===== config.mk =====
export PLATFORM = sky130hd
export DESIGN_NAME = if_stage
export DESIGN_NICKNAME = d
export VERILOG_FILES = /design/src/rtl/if_stage_pkg.sv /design/src/rtl/if_stage_fetch_fifo.sv /design/src/rtl/if_stage.sv
export SDC_FILE = /design/constraint.sdc
export NUM_CORES = 1
export LEC_CHECK = 0
export BUFFER_PORTS_ARGS = -buffer_cell sky130_fd_sc_hd__buf_2
export CAP_MARGIN = 25
export CELL_PAD_IN_SITES_DETAIL_PLACEMENT = 1
export CELL_PAD_IN_SITES_GLOBAL_PLACEMENT = 1
export CORE_MARGIN = 4
export CORE_UTILIZATION = 48
export CTS_CLUSTER_DIAMETER = 100
export DETAILED_ROUTE_END_ITERATION = 12
export PLACE_DENSITY = 0.86
export SETUP_SLACK_MARGIN = 0.5
export SYNTH_ARGS = -nofsm -noshare
export SYNTH_HDL_FRONTEND = slang
export SYNTH_SLANG_ARGS = --single-unit

===== constraint.sdc =====
create_clock -name clk -period 6.4 [get_ports clk]
set_input_delay 0.32 -clock clk [delete_from_list [all_inputs] [get_ports clk]]
set_output_delay 0.32 -clock clk [all_outputs]
set_load 0.02 [all_outputs]

===== src/rtl/if_stage_pkg.sv =====
// Shared fetch-stage definitions: datapath widths, reset defaults, buffer entry type.
// Latency: n/a (types and constants only).
// Backpressure: n/a.
package if_stage_pkg;

    localparam int CPU_WIDTH = 16;
    localparam int ADDR_W    = 16;

    localparam logic [CPU_WIDTH-1:0] NOP_INST_DEF  = 16'h0000;
    localparam logic [ADDR_W-1:0]    RESET_PC_DEF  = 16'h0000;
    localparam int                   MAX_OUTST_DEF = 2;

    // One fetched instruction together with the word address it came from.
    typedef struct packed {
        logic [ADDR_W-1:0]    pc;
        logic [CPU_WIDTH-1:0] inst;
    } fetch_entry_t;

    // Bits needed to count from 0 up to and including n.
    function automatic int cnt_width(input int n);
        return $clog2(n + 1);
    endfunction

endpackage


===== src/rtl/if_stage_fetch_fifo.sv =====
// Small synchronous FIFO holding returned instruction words with their PCs.
// Latency: a pushed entry is visible at head_o the cycle after the push.
// Backpressure: full_o; a push while full is only legal together with a pop.
module fetch_fifo
    import if_stage_pkg::*;
#(
    parameter  int DEPTH = MAX_OUTST_DEF,
    localparam int CW    = cnt_width(DEPTH)
) (
    input  logic         clk,
    input  logic         rst_n,
    input  logic         push_i,
    input  fetch_entry_t push_dat_i,
    input  logic         pop_i,
    input  logic         flush_i,
    output fetch_entry_t head_o,
    output logic         full_o,
    output logic         empty_o,
    output logic [CW-1:0] count_o
);

    localparam int            PW      = (DEPTH > 1) ? $clog2(DEPTH) : 1;
    localparam logic [PW-1:0] LAST    = PW'(DEPTH - 1);
    localparam logic [CW-1:0] DEPTH_C = CW'(DEPTH);

    fetch_entry_t  mem_q [DEPTH];
    logic [PW-1:0] rd_ptr_q, rd_ptr_d;
    logic [PW-1:0] wr_ptr_q, wr_ptr_d;
    logic [CW-1:0] count_q, count_d;
    logic          do_push;
    logic          do_pop;

    function automatic logic [PW-1:0] ptr_inc(input logic [PW-1:0] p);
        return (p == LAST) ? '0 : p + PW'(1);
    endfunction

    assign full_o  = (count_q == DEPTH_C);
    assign empty_o = (count_q == '0);
    assign count_o = count_q;
    assign head_o  = mem_q[rd_ptr_q];

    // When full, a simultaneous pop frees the head slot, which the push then reuses.
    assign do_push = push_i & (~full_o | pop_i);
    assign do_pop  = pop_i & ~empty_o;

    // Pointer and occupancy next-state; flush empties the queue regardless of push/pop.
    always_comb begin
        rd_ptr_d = rd_ptr_q;
        wr_ptr_d = wr_ptr_q;
        count_d  = count_q;
        if (flush_i) begin
            rd_ptr_d = '0;
            wr_ptr_d = '0;
            count_d  = '0;
        end else begin
            if (do_push) begin
                wr_ptr_d = ptr_inc(wr_ptr_q);
            end
            if (do_pop) begin
                rd_ptr_d = ptr_inc(rd_ptr_q);
            end
            count_d = count_q + CW'(do_push) - CW'(do_pop);
        end
    end

    // Pointer and occupancy registers.
    always_ff @(posedge clk) begin
        if (!rst_n) begin
            rd_ptr_q <= '0;
            wr_ptr_q <= '0;
            count_q  <= '0;
        end else begin
            rd_ptr_q <= rd_ptr_d;
            wr_ptr_q <= wr_ptr_d;
            count_q  <= count_d;
        end
    end

    // Entry storage; contents of free slots are don't-care, so no reset.
    always_ff @(posedge clk) begin
        if (do_push && !flush_i) begin
            mem_q[wr_ptr_q] <= push_dat_i;
        end
    end

    // The issue limit upstream is what keeps this from ever overflowing.
    no_overflow: assert property (@(posedge clk) disable iff (!rst_n)
        !(push_i && full_o && !pop_i && !flush_i));

endmodule


===== src/rtl/if_stage.sv =====
// Instruction fetch: PC generation, in-order imem requests, response buffering, IF/ID register.
// Latency: request cycle n, response n+1, instruction valid at decode in n+2; 1 instr/cycle sustained.
// Backpressure: stall_i holds IF/ID; requests stop once outstanding + buffered reaches MAX_OUTST.
module if_stage
    import if_stage_pkg::*;
#(
    parameter logic [ADDR_W-1:0]    RESET_PC  = RESET_PC_DEF,
    parameter logic [CPU_WIDTH-1:0] NOP_INST  = NOP_INST_DEF,
    parameter int                   MAX_OUTST = MAX_OUTST_DEF
) (
    input  logic                 clk,
    input  logic                 rst_n,
    output logic                 imem_req,
    output logic [ADDR_W-1:0]    imem_addr,
    input  logic                 imem_gnt,
    input  logic                 imem_rvalid,
    input  logic [CPU_WIDTH-1:0] imem_rdata,
    input  logic                 stall_i,
    input  logic                 redirect_i,
    input  logic [ADDR_W-1:0]    redirect_pc_i,
    output logic [CPU_WIDTH-1:0] inst_o,
    output logic                 inst_valid_o,
    output logic [ADDR_W-1:0]    pc_o,
    output logic [ADDR_W-1:0]    pc_plus1_o
);

    localparam int            OW      = cnt_width(MAX_OUTST);
    localparam logic [OW:0]   LIMIT_C = (OW + 1)'(MAX_OUTST);

    // Fetch-side state.
    logic [ADDR_W-1:0] pc_q, pc_d;
    logic [ADDR_W-1:0] resp_pc_q, resp_pc_d;
    logic [OW-1:0]     outst_q, outst_d;
    logic [OW-1:0]     drop_q, drop_d;

    // IF/ID register.
    fetch_entry_t      id_q, id_d;
    logic              valid_q, valid_d;

    // Buffer interface.
    fetch_entry_t      buf_head;
    fetch_entry_t      rsp_entry;
    logic              buf_push, buf_pop, buf_flush;
    logic              buf_full, buf_empty;
    logic [OW-1:0]     buf_count;

    logic [OW:0]       in_flight;
    logic              hs;
    logic              rsp;
    logic              accept;

    fetch_fifo #(
        .DEPTH (MAX_OUTST)
    ) u_fifo (
        .clk        (clk),
        .rst_n      (rst_n),
        .push_i     (buf_push),
        .push_dat_i (rsp_entry),
        .pop_i      (buf_pop),
        .flush_i    (buf_flush),
        .head_o     (buf_head),
        .full_o     (buf_full),
        .empty_o    (buf_empty),
        .count_o    (buf_count)
    );

    // Every granted request must have a slot waiting for its word, so issue is
    // limited by requests in flight plus words already buffered.
    assign in_flight = {1'b0, outst_q} + {1'b0, buf_count};
    assign imem_req  = rst_n & (in_flight < LIMIT_C);
    assign imem_addr = pc_q;
    assign hs        = imem_req & imem_gnt;

    // A response with nothing outstanding cannot belong to us and is ignored.
    assign rsp       = imem_rvalid & (outst_q != '0);
    // Words for pre-redirect requests, including one arriving in the redirect cycle, are dropped.
    assign accept    = rsp & (drop_q == '0) & ~redirect_i;
    assign rsp_entry = '{pc: resp_pc_q, inst: imem_rdata};

    // PC, response-PC, outstanding and drop counter next-state.
    always_comb begin
        outst_d   = outst_q + OW'(hs) - OW'(rsp);
        pc_d      = pc_q;
        resp_pc_d = resp_pc_q;
        drop_d    = drop_q;
        if (redirect_i) begin
            pc_d      = redirect_pc_i;
            resp_pc_d = redirect_pc_i;
            // Everything still in flight after this cycle was fetched down the old path.
            drop_d    = outst_d;
        end else begin
            if (hs) begin
                pc_d = pc_q + ADDR_W'(1);
            end
            if (accept) begin
                resp_pc_d = resp_pc_q + ADDR_W'(1);
            end
            if (rsp && (drop_q != '0)) begin
                drop_d = drop_q - OW'(1);
            end
        end
    end

    // IF/ID update: redirect, then stall, then buffer head, then bypass, else bubble.
    always_comb begin
        id_d      = id_q;
        valid_d   = valid_q;
        buf_push  = 1'b0;
        buf_pop   = 1'b0;
        buf_flush = 1'b0;
        if (redirect_i) begin
            id_d.inst = NOP_INST;
            valid_d   = 1'b0;
            buf_flush = 1'b1;
        end else if (stall_i) begin
            buf_push = accept;
        end else if (!buf_empty) begin
            id_d     = buf_head;
            valid_d  = 1'b1;
            buf_pop  = 1'b1;
            buf_push = accept;
        end else if (accept) begin
            id_d    = rsp_entry;
            valid_d = 1'b1;
        end else begin
            id_d.inst = NOP_INST;
            valid_d   = 1'b0;
        end
    end

    // Fetch-side state registers.
    always_ff @(posedge clk) begin
        if (!rst_n) begin
            pc_q      <= RESET_PC;
            resp_pc_q <= RESET_PC;
            outst_q   <= '0;
            drop_q    <= '0;
        end else begin
            pc_q      <= pc_d;
            resp_pc_q <= resp_pc_d;
            outst_q   <= outst_d;
            drop_q    <= drop_d;
        end
    end

    // IF/ID pipeline register.
    always_ff @(posedge clk) begin
        if (!rst_n) begin
            id_q    <= '{pc: '0, inst: NOP_INST};
            valid_q <= 1'b0;
        end else begin
            id_q    <= id_d;
            valid_q <= valid_d;
        end
    end

    assign inst_o       = id_q.inst;
    assign inst_valid_o = valid_q;
    assign pc_o         = id_q.pc;
    assign pc_plus1_o   = id_q.pc + ADDR_W'(1);

endmodule


Word level (Yosys, flattened, before mapping)
Memory sizes are Yosys's and may differ from the RTL's. A register that Yosys moved wholly into a read port is not among the register bits.
Index checks and enable logic that the tools add are counted.
{"block": "word_totals", "register_bits": 73, "latch_bits": 0, "ramBits": 64, "mem_bits_ro": 0, "input_bits": 38, "out_inout_bits": 66, "word_cells": 75, "n_memories": 1}
{"block": "op_classes", "addsub": 11, "mul": 0, "div_mod_pow": 0, "magnitude_cmp": 1, "n_eq_ne": 2, "shift": 0, "muxes": 24, "n_bitwise": 13, "n_reduce_logical": 13}
{"memory": "u_fifo.mem_q", "depth": 2, "width": 32, "read_ports": 1, "rd_clocked_by_memory_dff": 1, "write_ports": 1, "line": "if_stage_fetch_fifo.sv:26", "rtl": "fetch_entry_t mem_q [DEPTH];"}
{"op": "16-bit 2-to-1 mux", "n": 6}
{"op": "16-bit by 1-bit adder with 16-bit output (second input constant)", "n": 3}
{"op": "32-bit 2-to-1 mux", "n": 1}
{"op": "1-bit 2-to-1 mux", "n": 15}
{"op": "2-bit nonzero test", "n": 5}
{"op": "1-bit AND", "n": 7}
{"op": "1-bit NOT", "n": 5}
{"op": "2-bit by 1-bit adder with 2-bit output", "n": 2}
{"op": "2-bit logical NOT", "n": 2}
{"op": "2-bit 2-to-1 mux", "n": 2}
{"op": "2-bit OR reduction", "n": 2}
{"op": "2-bit by 1-bit subtractor with 2-bit output", "n": 2}
{"op": "2-bit by 2-bit adder with 3-bit output", "n": 1}
{"op": "3-bit by 2-bit < comparator with 1-bit output (second input constant)", "n": 1}
{"op": "3-bit AND reduction", "n": 1}
{"op": "1-bit adder (second input constant)", "n": 2}
{"op": "2-bit equality test (second input constant)", "n": 1}
{"op": "1-bit logical AND", "n": 2}
{"op": "2-bit by 1-bit inequality test with 1-bit output (second input constant)", "n": 1}
{"op": "2-bit by 1-bit subtractor with 2-bit output (second input constant)", "n": 1}
{"op": "1-bit logical NOT", "n": 1}
{"op": "1-bit OR", "n": 1}

Logic depth before layout (Yosys ltp)
Gate-level depths: netlist of run 1.
{"block": "logic_depth", "depth_word": 11, "mapped_depth": 12, "mapped_depth_nobuf": 11}

Modules after synthesis
A second synthesis of run 1 with hierarchy kept.
{"block": "unflattened", "hier_cells": 541, "hier_area_um2": 6221.0}
{"mod": "if_stage", "instances": 1, "cells_each": 415, "area_each_um2": 3642.2, "seq_area_each_um2": 1381.3}
{"mod": "fetch_fifo", "instances": 1, "cells_each": 126, "area_each_um2": 2578.7, "seq_area_each_um2": 2021.9}

Worst setup path after synthesis of run 1
Ideal clock, no wire load.
{"block": "synth_path", "path_kind": "register to register", "from": "register drop_q[0]", "to": "memory u_fifo.mem_q[0][0] in the netlist's numbering, enable pin", "setup_time_ps": 425, "arrival_time_ps": 2771, "required_time_ps": 5975, "setup_slack_ps": 3204, "stages_incl_launch_ff": 7, "path_buffers": 1, "period_less_slack_ps": 3196, "path_cell_list": "dfxtp_1 -> inv_1 -> ha_1 -> o211ai_4 -> buf_4 -> a211oi_1 -> nor2b_1"}
{"block": "synth_via", "elab_chain_cells": 10}
{"element": "start, declared", "line": "if_stage.sv:34", "rtl": "logic [OW-1:0] drop_q, drop_d;"}
{"element": "start signal, assigned", "line": "if_stage.sv:142", "rtl": "drop_q <= drop_d;"}
{"element": "2-bit logical NOT *", "line": "if_stage.sv:77", "rtl": "assign accept = rsp & (drop_q == '0) & ~redirect_i;"}
{"element": "1-bit AND * (2 in series)", "line": "if_stage.sv:77"}
{"element": "1-bit 2-to-1 mux", "line": "if_stage.sv:117", "rtl": "end else if (!buf_empty) begin"}
{"element": "1-bit 2-to-1 mux *", "line": "if_stage.sv:115", "rtl": "end else if (stall_i) begin"}
{"element": "1-bit 2-to-1 mux *", "line": "if_stage.sv:111", "rtl": "if (redirect_i) begin"}
{"element": "1-bit AND *", "line": "if_stage_fetch_fifo.sv:43", "rtl": "assign do_push = push_i & (~full_o | pop_i);"}
{"element": "1-bit logical AND *", "line": "if_stage_fetch_fifo.sv:81", "rtl": "if (do_push && !flush_i) begin"}
{"element": "1-bit 2-to-1 mux *", "line": "if_stage_fetch_fifo.sv:81"}
{"element": "1-bit 2-to-1 mux (implied by the code) *", "line": "if_stage_fetch_fifo.sv:82", "rtl": "mem_q[wr_ptr_q] <= push_dat_i;"}
{"element": "end, declared", "line": "if_stage_fetch_fifo.sv:26"}
Mark *: on every way between the ends. The rest lies on a longest branch, timed or not.

Worst setup path in the final report of run 1
{"block": "layout_path", "from": "register outst_q[0]", "to": "register drop_q[1]"}
{"block": "layout_via", "elab_chain_cells": 7, "elab_cells_between_ends": 11, "cone_classes": "add/sub (3); order compare (1); mux (1); bitwise (3); reduce/logical (3)"}
{"element": "start, declared", "line": "if_stage.sv:33", "rtl": "logic [OW-1:0] outst_q, outst_d;"}
{"element": "start signal, assigned", "line": "if_stage.sv:141", "rtl": "outst_q <= outst_d;"}
{"element": "2-bit by 2-bit adder with 3-bit output", "line": "if_stage.sv:69", "rtl": "assign in_flight = {1'b0, outst_q} + {1'b0, buf_count};"}
{"element": "3-bit by 2-bit < comparator with 1-bit output", "line": "if_stage.sv:70", "rtl": "assign imem_req = rst_n & (in_flight < LIMIT_C);"}
{"element": "1-bit AND", "line": "if_stage.sv:70"}
{"element": "1-bit AND", "line": "if_stage.sv:72", "rtl": "assign hs = imem_req & imem_gnt;"}
{"element": "2-bit by 1-bit adder with 2-bit output", "line": "if_stage.sv:82", "rtl": "outst_d = outst_q + OW'(hs) - OW'(rsp);"}
{"element": "2-bit by 1-bit subtractor with 2-bit output", "line": "if_stage.sv:82"}
{"element": "2-bit 2-to-1 mux", "line": "if_stage.sv:86", "rtl": "if (redirect_i) begin"}
Several ways; a longest one is shown, not always the timed one.
A chain may end at the register's enable or synchronous reset.

==> reports/metrics.csv, run 1 <==
stage,metric,value,unit
worst_hold_path,min_path_cells,1,
routing,vias_per_cell,5.84,
sta,setup_viol,0,
routing,vias,4748,
power,p_per_area,305,nW/µm²
cts,cts_setup_buffers,0,
cts,postCtsResizedCells,0,
worst_setup_path,r2r_cells,11,
power,power.total,2.21,mW
sta,setup_tns,0,ns
worst_setup_path,worstSetupEndpointType,flip-flop,
worst_setup_path,crit_fanout,9,
floorplan,ios,104,
floorplan,die_x,120,µm
cts,clk_latency,0.42,ns
synthesis,synth-seq-cells,138,
sta,slew_violations,0,
routing,wl_per_cell,21.1,µm
synthesis,syn_nets,577,
worst_setup_path,r2r-end,drop_q[1],
sta,max_slew.worst_pin.slew,0.960,ns
synthesis,synth_cells,531,
cts,cts_root_buf,clkbuf_16,
status,status,"complete, no violations",
run,max_cap_violations,0,
final_layout,stdcell_area,7260,µm²
place,io_buffer_count,103,
floorplan,die_h,120,µm
worst_setup_path,reg2reg_from,outst_q[0],
synthesis,yosysWarningCount,0,
cts,cts_max_path_buffers,2,
place,dpl_cell_area,6700,µm²
power,vdd_drop_max,134,µV
worst_setup_path,crit_arrival,3.20,ns
sta,fin_crit_sh,0.458,
final_layout,diodes,0,
global_routing,grt_pass1_vias,4986,
global_routing,grt_usage,0.243,
worst_hold_path,hold_end,u_fifo.mem_q[1][13],
sta,slew_headroom,0.355,
synthesis,synth_edf_count,64,
global_routing,gr-total-overflow,0,
floorplan,core_region_area,12200,µm²
global_routing,grt_max_degree,46,
final_layout,final_util,0.597,
final_layout,fillerInstances,1309,
final_layout,fin_nets,678,
synthesis,synth.largest_area_cell,edfxtp_1,
synthesis,syn_area,6050,µm²
cts,holdBufCountCts,0,
synthesis,ys_types,52,
floorplan,num_rows,40,
synthesis,synth_ff_type,dfxtp_1,
routing,firstDrtPassIters,6,
worst_setup_path,r2r_setup_slack,3.47,ns
synthesis,ys_top_cells_by_area,"edfxtp_1 (32%), dfxtp_1 (24%), xnor2_1 (5.1%)",
worst_setup_path,required,6.66,ns
worst_hold_path,holdCritPathClass,input port to flip-flop,
synthesis,async_flop_share,0,
place,gp_congestion,0.805,
routing,drc,0,
worst_setup_path,crit_type,flip-flop to flip-flop,
synthesis,syn_avg_cell_area,11.4,µm²
cts,cts_num_sinks,138,
sta,finalHoldViolCount,0,
global_routing,grt_pass1_wl,27300,µm
sta,fin_worst_skew,0.00858,ns
worst_setup_path,crit_path_start_kind,flip-flop,
floorplan,die_area,14500,µm²
sta,finalCriticalPeriod,2.93,ns
final_layout,drive_gt1_frac,0.251,
routing,ant_nets,0,
place,dp_hpwl,10700,µm
synthesis,yosysTopAreaCellShare,0.318,
worst_hold_path,hp-start,imem_rdata[13],
power,power_leakage,2.62,nW
cts,h-tree-depth,4,
floorplan,initial_core_util,0.498,
final_layout,syn2layout_area_growth,20.0,%
global_routing,antenna_found_initial,0,
cts,cts_tree,yes,
sta,fmax,0.341,GHz
routing,drtIter0Drc,341,
synthesis,seq_area_frac_synth,0.562,
routing,wl,17100,µm
sta,rsz0062_at_grt,no,
cts,cts_buffers,17,
cts,path_clk_slew,0.06,ns
[sequential cells by signal, summed over array words and instances (netlist names), named ones only]
| signal | cells |
|---|---|
| outst_q | 2 |
| imem_addr | 16 |
| drop_q | 2 |
| u_fifo.mem_q | 64 |
| inst_o | 16 |
| resp_pc_q | 16 |
| u_fifo.rd_ptr_q | 1 |
| inst_valid_o | 1 |
| pc_o | 16 |
| u_fifo.count_o | 2 |
| u_fifo.wr_ptr_q | 1 |
[final cells by class]
class | count | area, µm² | share of cell area
multi-input cells | 350 | 2460 | 0.339
flip-flops and latches | 138 | 3400 | 0.469
inverters | 15 | 61.3 | 0.00844
well taps | 168 | 210 | 0.0289
clock inverters | 9 | 70.1 | 0.00965
clock buffers | 23 | 489 | 0.0674
repair buffers | 110 | 568 | 0.0782
[how the worst max path moves through the flow]
stage | start | endpoint | slack, ns | cells after the start
4_1_cts | outst_q[0] | drop_q[1] | 3.47 | 11
5_1_grt | outst_q[0] | drop_q[1] | 3.31 | 11
6_report | outst_q[0] | drop_q[1] | 3.47 | 11
2_1_floorplan | drop_q[0] | u_fifo.mem_q[0][0] | 3.20 | 6
3_5_place_dp | outst_q[0] | drop_q[1] | 3.54 | 11
3_3_place_gp | outst_q[0] | drop_q[1] | 3.62 | 11
[Yosys cell counts (4+ instances only)]
master    count
nor4_1       12
and4_1        4
ha_1          7
o21ai_0      16
a21boi_0     15
inv_1        13
nand2_1      47
clkbuf_1     20
nand4_1      12
nor2_1       29
a21oi_1      29
mux2i_1      17
dfxtp_1      74
a31oi_1       4
nor3_1       11
xor2_1       11
and2_1        4
a222oi_1     16
xnor2_1      35
mux2_2       17
nand3_1      14
o211ai_1     16
edfxtp_1     64
buf_2         4
[cell usage in the layout, fill, tap and decap left out, drive strengths merged, types with 4 or more instances in the layout]
cell type / Yosys / routed
a21boi: 16 / 16
a21oi: 29 / 29
a222oi: 16 / 16
a31oi: 4 / 4
and2: 4 / 4
and4: 4 / 4
buf: 8 / 110
clkbuf: 20 / 23
clkinv: 1 / 8
dfxtp: 74 / 74
edfxtp: 64 / 64
ha: 7 / 7
inv: 14 / 14
mux2: 17 / 17
mux2i: 17 / 17
nand2: 47 / 47
nand3: 14 / 14
nand4: 13 / 13
nor2: 29 / 29
nor3: 11 / 11
nor4: 13 / 13
o211ai: 17 / 17
o21ai: 16 / 16
xnor2: 35 / 35
xor2: 11 / 11
[metal layers]
metal | track usage | vias up | share of wire
met5 | 0 | - | 0
met4 | 0.0935 | 0 | 0.019
met3 | 0.0449 | 27 | 0.057
met2 | 0.410 | 193 | 0.51
met1 | 0.313 | 2335 | 0.42
li1 | - | 2193 | -
[per-stage QoR]
| step | hold WS, ns | worst slack [ns] | instances |
|---|---|---|---|
| floorplan | 0.419 | 3.20 | 531 |
| detailed placement | 0.502 | 3.54 | 781 |
| CTS | 0.0946 | 3.47 | 813 |
| global route | 0.101 | 3.31 | 813 |
| global placement | 0.485 | 3.62 | 780 |
| finish | 0.114 | 3.47 | 813 |
[logic make-up after synthesis]
group                      count (synthesis)  share of synthesized area
buffers and inverters                     43                     0.0314
and+or+nand+nor                          149                      0.126
AOI/OAI and AO/OA                        113                      0.136
muxes                                     34                     0.0597
adders and majority gates                  8                     0.0178
DFF                                      138                      0.562
xor gates and xnor gates                  46                     0.0666
[critical path: stages (launching register included)]
cell,delay (ns)
dfxtp_1,0.44
and2_1,0.19
fa_1,0.44
and4bb_1,0.53
inv_6,0.08
ha_1,0.29
inv_1,0.05
ha_1,0.19
xnor2_1,0.14
xnor2_1,0.12
and2_1,0.17
o2bb2ai_1,0.14
[report_power, final]
group	leakage (nW)	total (mW)	switching, mW	internal, mW
combinational	1.16	0.254	0.158	0.0966
clock	0.277	0.939	0.368	0.572
sequential	1.19	1.02	0.0526	0.968
total	2.62	2.21	0.578	1.64
Power figures use the tool's default switching activity.
==> run 2: changes to the inputs <==
ABC_AREA = 1   (was unset)
CORE_UTILIZATION = 42   (was 48)
PLACE_DENSITY = 0.8   (was 0.86)
clock period = 3 ns   (was 6.4 ns; I/O delays follow)
==> run 2 against run 1 <==
Against the previous run:
- clock power grew 130%
- via count increased by 24%
- register-to-register slack got worse by 3.0 ns
- largest cell class unchanged
- synthesized cell count up 43%
- cell count up 33%
- largest power group unchanged
- clock skew increased by 0.00067 ns
- core utilization down 6.9 points
- non-clock buffer count rose by 23
- combinational power rose to 3.2 times the previous value
- hold slack got worse by 0.072 ns
==> reports/metrics.csv, run 2 <==
stage,metric,value,unit
worst_setup_path,path_delay_family,adder cells,
cts,cts_max_path_buffers,2,
final_layout,final_cell_mix,"nand2_1 (156), buf_2 (103), inv_1 (81)",
synthesis,synth_xor_area_frac,0.0325,
global_routing,grt_pass1_vias,6238,
final_layout,largest_reg_flops,64,
place,dp_hpwl,12800,µm
global_routing,antenna_found_initial,0,
global_routing,grt_pass1_wl,31600,µm
routing,ant_nets,0,
routing,wl_per_cell,18.0,µm
synthesis,synth_edf_count,64,
place,dp_cells,1029,
floorplan,core_region_area,15100,µm²
synthesis,synth-seq-cells,138,
sta,setup_tns,0,ns
synthesis,synth-simple-area-share,0.203,
routing,vias,5875,
synthesis,synth_ff_type,dfxtp_1,
worst_setup_path,crit_path_start_kind,flip-flop,
worst_setup_path,crit_type,flip-flop to flip-flop,
synthesis,ys_types,34,
worst_setup_path,critical_path_buf_inv_count,4,
sta,max_slew.worst_pin.slew,0.891,ns
synthesis,synth_mux_area_frac,0.0278,
worst_setup_path,worstPathCellList,nand2_2 > inv_2 > fa_1 > nor3_4 > nand2_4 > ha_4 > inv_4 > ha_4 > xor2_2 > xor2_1 > buf_4 > inv_2 > nor2_2,
final_layout,fillerInstances,1801,
routing,drtIter0Drc,337,
routing,vias_per_cell,5.43,
floorplan,die_h,132,µm
power,vdd_drop_max,423,µV
cts,clk_latency,0.42,ns
sta,slew_violations,0,
synthesis,async_flop_share,0,
routing,firstDrtPassIters,4,
cts,path_clk_slew,0.06,ns
synthesis,seq_area_frac_synth,0.526,
power,power_leakage,3.30,nW
floorplan,die_x,132,µm
final_layout,instances_no_fill,1081,
routing,wl,19500,µm
synthesis,yosys-top-cells-count,"nand2_1 (157), inv_1 (84), nor2_1 (78)",
run,max_cap_violations,0,
sta,finalCriticalPeriod,2.52,ns
global_routing,grt_usage,0.224,
cts,cts_num_sinks,138,
final_layout,max_flop_register,u_fifo.mem_q,
worst_setup_path,cpPeakStageDelay,0.52,ns
synthesis,syn_nets,803,
power,p_per_area,638,nW/µm²
final_layout,drive_gt1_frac,0.209,
sta,fin_crit_sh,0.840,
synthesis,synthAdderAreaFrac,0.0166,
synthesis,syn_avg_cell_area,8.55,µm²
place,gp_congestion,0.865,
worst_setup_path,worstSetupEndpointType,flip-flop,
routing,drc,0,
final_layout,diodes,0,
synthesis,yosysWarningCount,0,
worst_setup_path,required,3.31,ns
cts,cts_root_buf,clkbuf_16,
floorplan,num_rows,45,
sta,fmax,0.397,GHz
final_layout,final_common_cell,nand2_1,
status,status,"complete, no violations",
cts,cts_buffers,17,
floorplan,ios,104,
worst_setup_path,crit_fanout,3,
sta,rsz0062_at_grt,yes,
worst_setup_path,cpMaxStageDelayCell,fa_1,
sta,slew_headroom,0.405,
sta,fin_worst_skew,0.00925,ns
synthesis,synth.largest_area_cell,edfxtp_1,
synthesis,ys_top_cells_by_area,"edfxtp_1 (30%), dfxtp_1 (23%), nand2_1 (9.1%)",
synthesis,synth_top_family_by_area,simple AND/OR/NAND/NOR gates,
floorplan,initial_core_util,0.427,
synthesis,syn_area,6470,µm²
synthesis,synth_compound_area_frac,0.123,
cts,h-tree-depth,4,
floorplan,die_area,17500,µm²
sta,setup_viol,0,
worst_setup_path,crit_arrival,2.83,ns
synthesis,synth_cells,757,
final_layout,syn2layout_area_growth,23.5,%
worst_hold_path,holdCritPathClass,input port to flip-flop,
global_routing,grt_max_degree,41,
cts,cts_tree,yes,
sta,finalHoldViolCount,0,
place,io_buffer_count,103,
final_layout,fin_nets,927,
synthesis,yosysTopAreaCellShare,0.297,
synthesis,yosysMostFrequentCell,nand2_1,
global_routing,gr-total-overflow,0,
[run 2: cell count changes in the layout (fill, tap and decap cells not counted), moves of 29 or more]
cell,change
inv_1,+68
nand2_1,+109
nand3_1,+37
nor2_1,+45
o21ai_0,+43
xnor2_1,-29
[run 2: logic make-up (layout without fill, tap and decap cells)]
| family | after synthesis | after routing |
|---|---|---|
| mux | 16 | 16 |
| compound gates | 145 | 145 |
| buf+inv | 115 | 251 |
| xor+xnor | 24 | 24 |
| fa+ha+maj | 8 | 8 |
| simple gates | 311 | 311 |
| flops | 138 | 138 |
[run 2: report_power, final]
part / leakage, nW / switching (mW) / internal, mW
Clock: 0.288 / 0.787 / 1.33
Combinational: 1.82 / 0.519 / 0.284
Sequential: 1.19 / 0.101 / 2.08
Total: 3.30 / 1.41 / 3.69
[run 2: final timing paths]
path         slack, ns  depth (start not counted)               from                  end
max               0.48                         13         outst_q[0]           outst_q[1]
min               0.04                          3  redirect_pc_i[14]        imem_addr[14]
max reg2reg       0.48                         13         outst_q[0]           outst_q[1]
min reg2reg       0.48                          0      resp_pc_q[15]  u_fifo.mem_q[1][31]
[run 2: cell type report]
type / instances / area [µm²] / area share
flip-flops and latches: 138 / 3410 / 0.426
clock buffers: 21 / 460 / 0.0576
repair buffers: 133 / 781 / 0.0976
clock inverters: 10 / 125 / 0.0156
well taps: 188 / 235 / 0.0294
inverters: 87 / 329 / 0.0412
multi-input cells: 504 / 2660 / 0.332
[run 2: worst min-delay path: stages]
cell and delay (ns):
buf_2 0.10, nand3_1 0.08, o21ai_1 0.09
[run 2: metrics by stage]
| step | power [mW] | utilization | area [µm²] | worst slack [ns] | hold slack (ns) |
|---|---|---|---|---|---|
| floorplan | 2.62 | - | 6480 | 0.586 | 0.249 |
| global placement | 2.81 | 0.473 | 7170 | 0.650 | 0.356 |
| detailed placement | 2.87 | 0.473 | 7170 | 0.502 | 0.362 |
| CTS | 5.02 | 0.523 | 7920 | 0.527 | 0.0337 |
| global route | 5.31 | 0.528 | 8000 | 0.402 | 0.0504 |
| finish | 5.10 | 0.528 | 8000 | 0.479 | 0.0412 |
[run 2: routing by layer]
metal | GRT usage | wire [µm] | vias up
met2 | 0.383 | 9820 | 172
li1 | - | - | 2786
met1 | 0.276 | 8460 | 2882
met4 | 0.0951 | 427 | 0
met5 | 0 | 0 | -
met3 | 0.0443 | 803 | 35
[run 2: repair_timing]
action,CTS,global route
cloned,0,0
setup endpoints to repair,1,3
pin swaps,2,6
buffers inserted,1,4
gates resized for setup,1,14
endpoints found under the hold margin,32,0
hold buffers,16,0
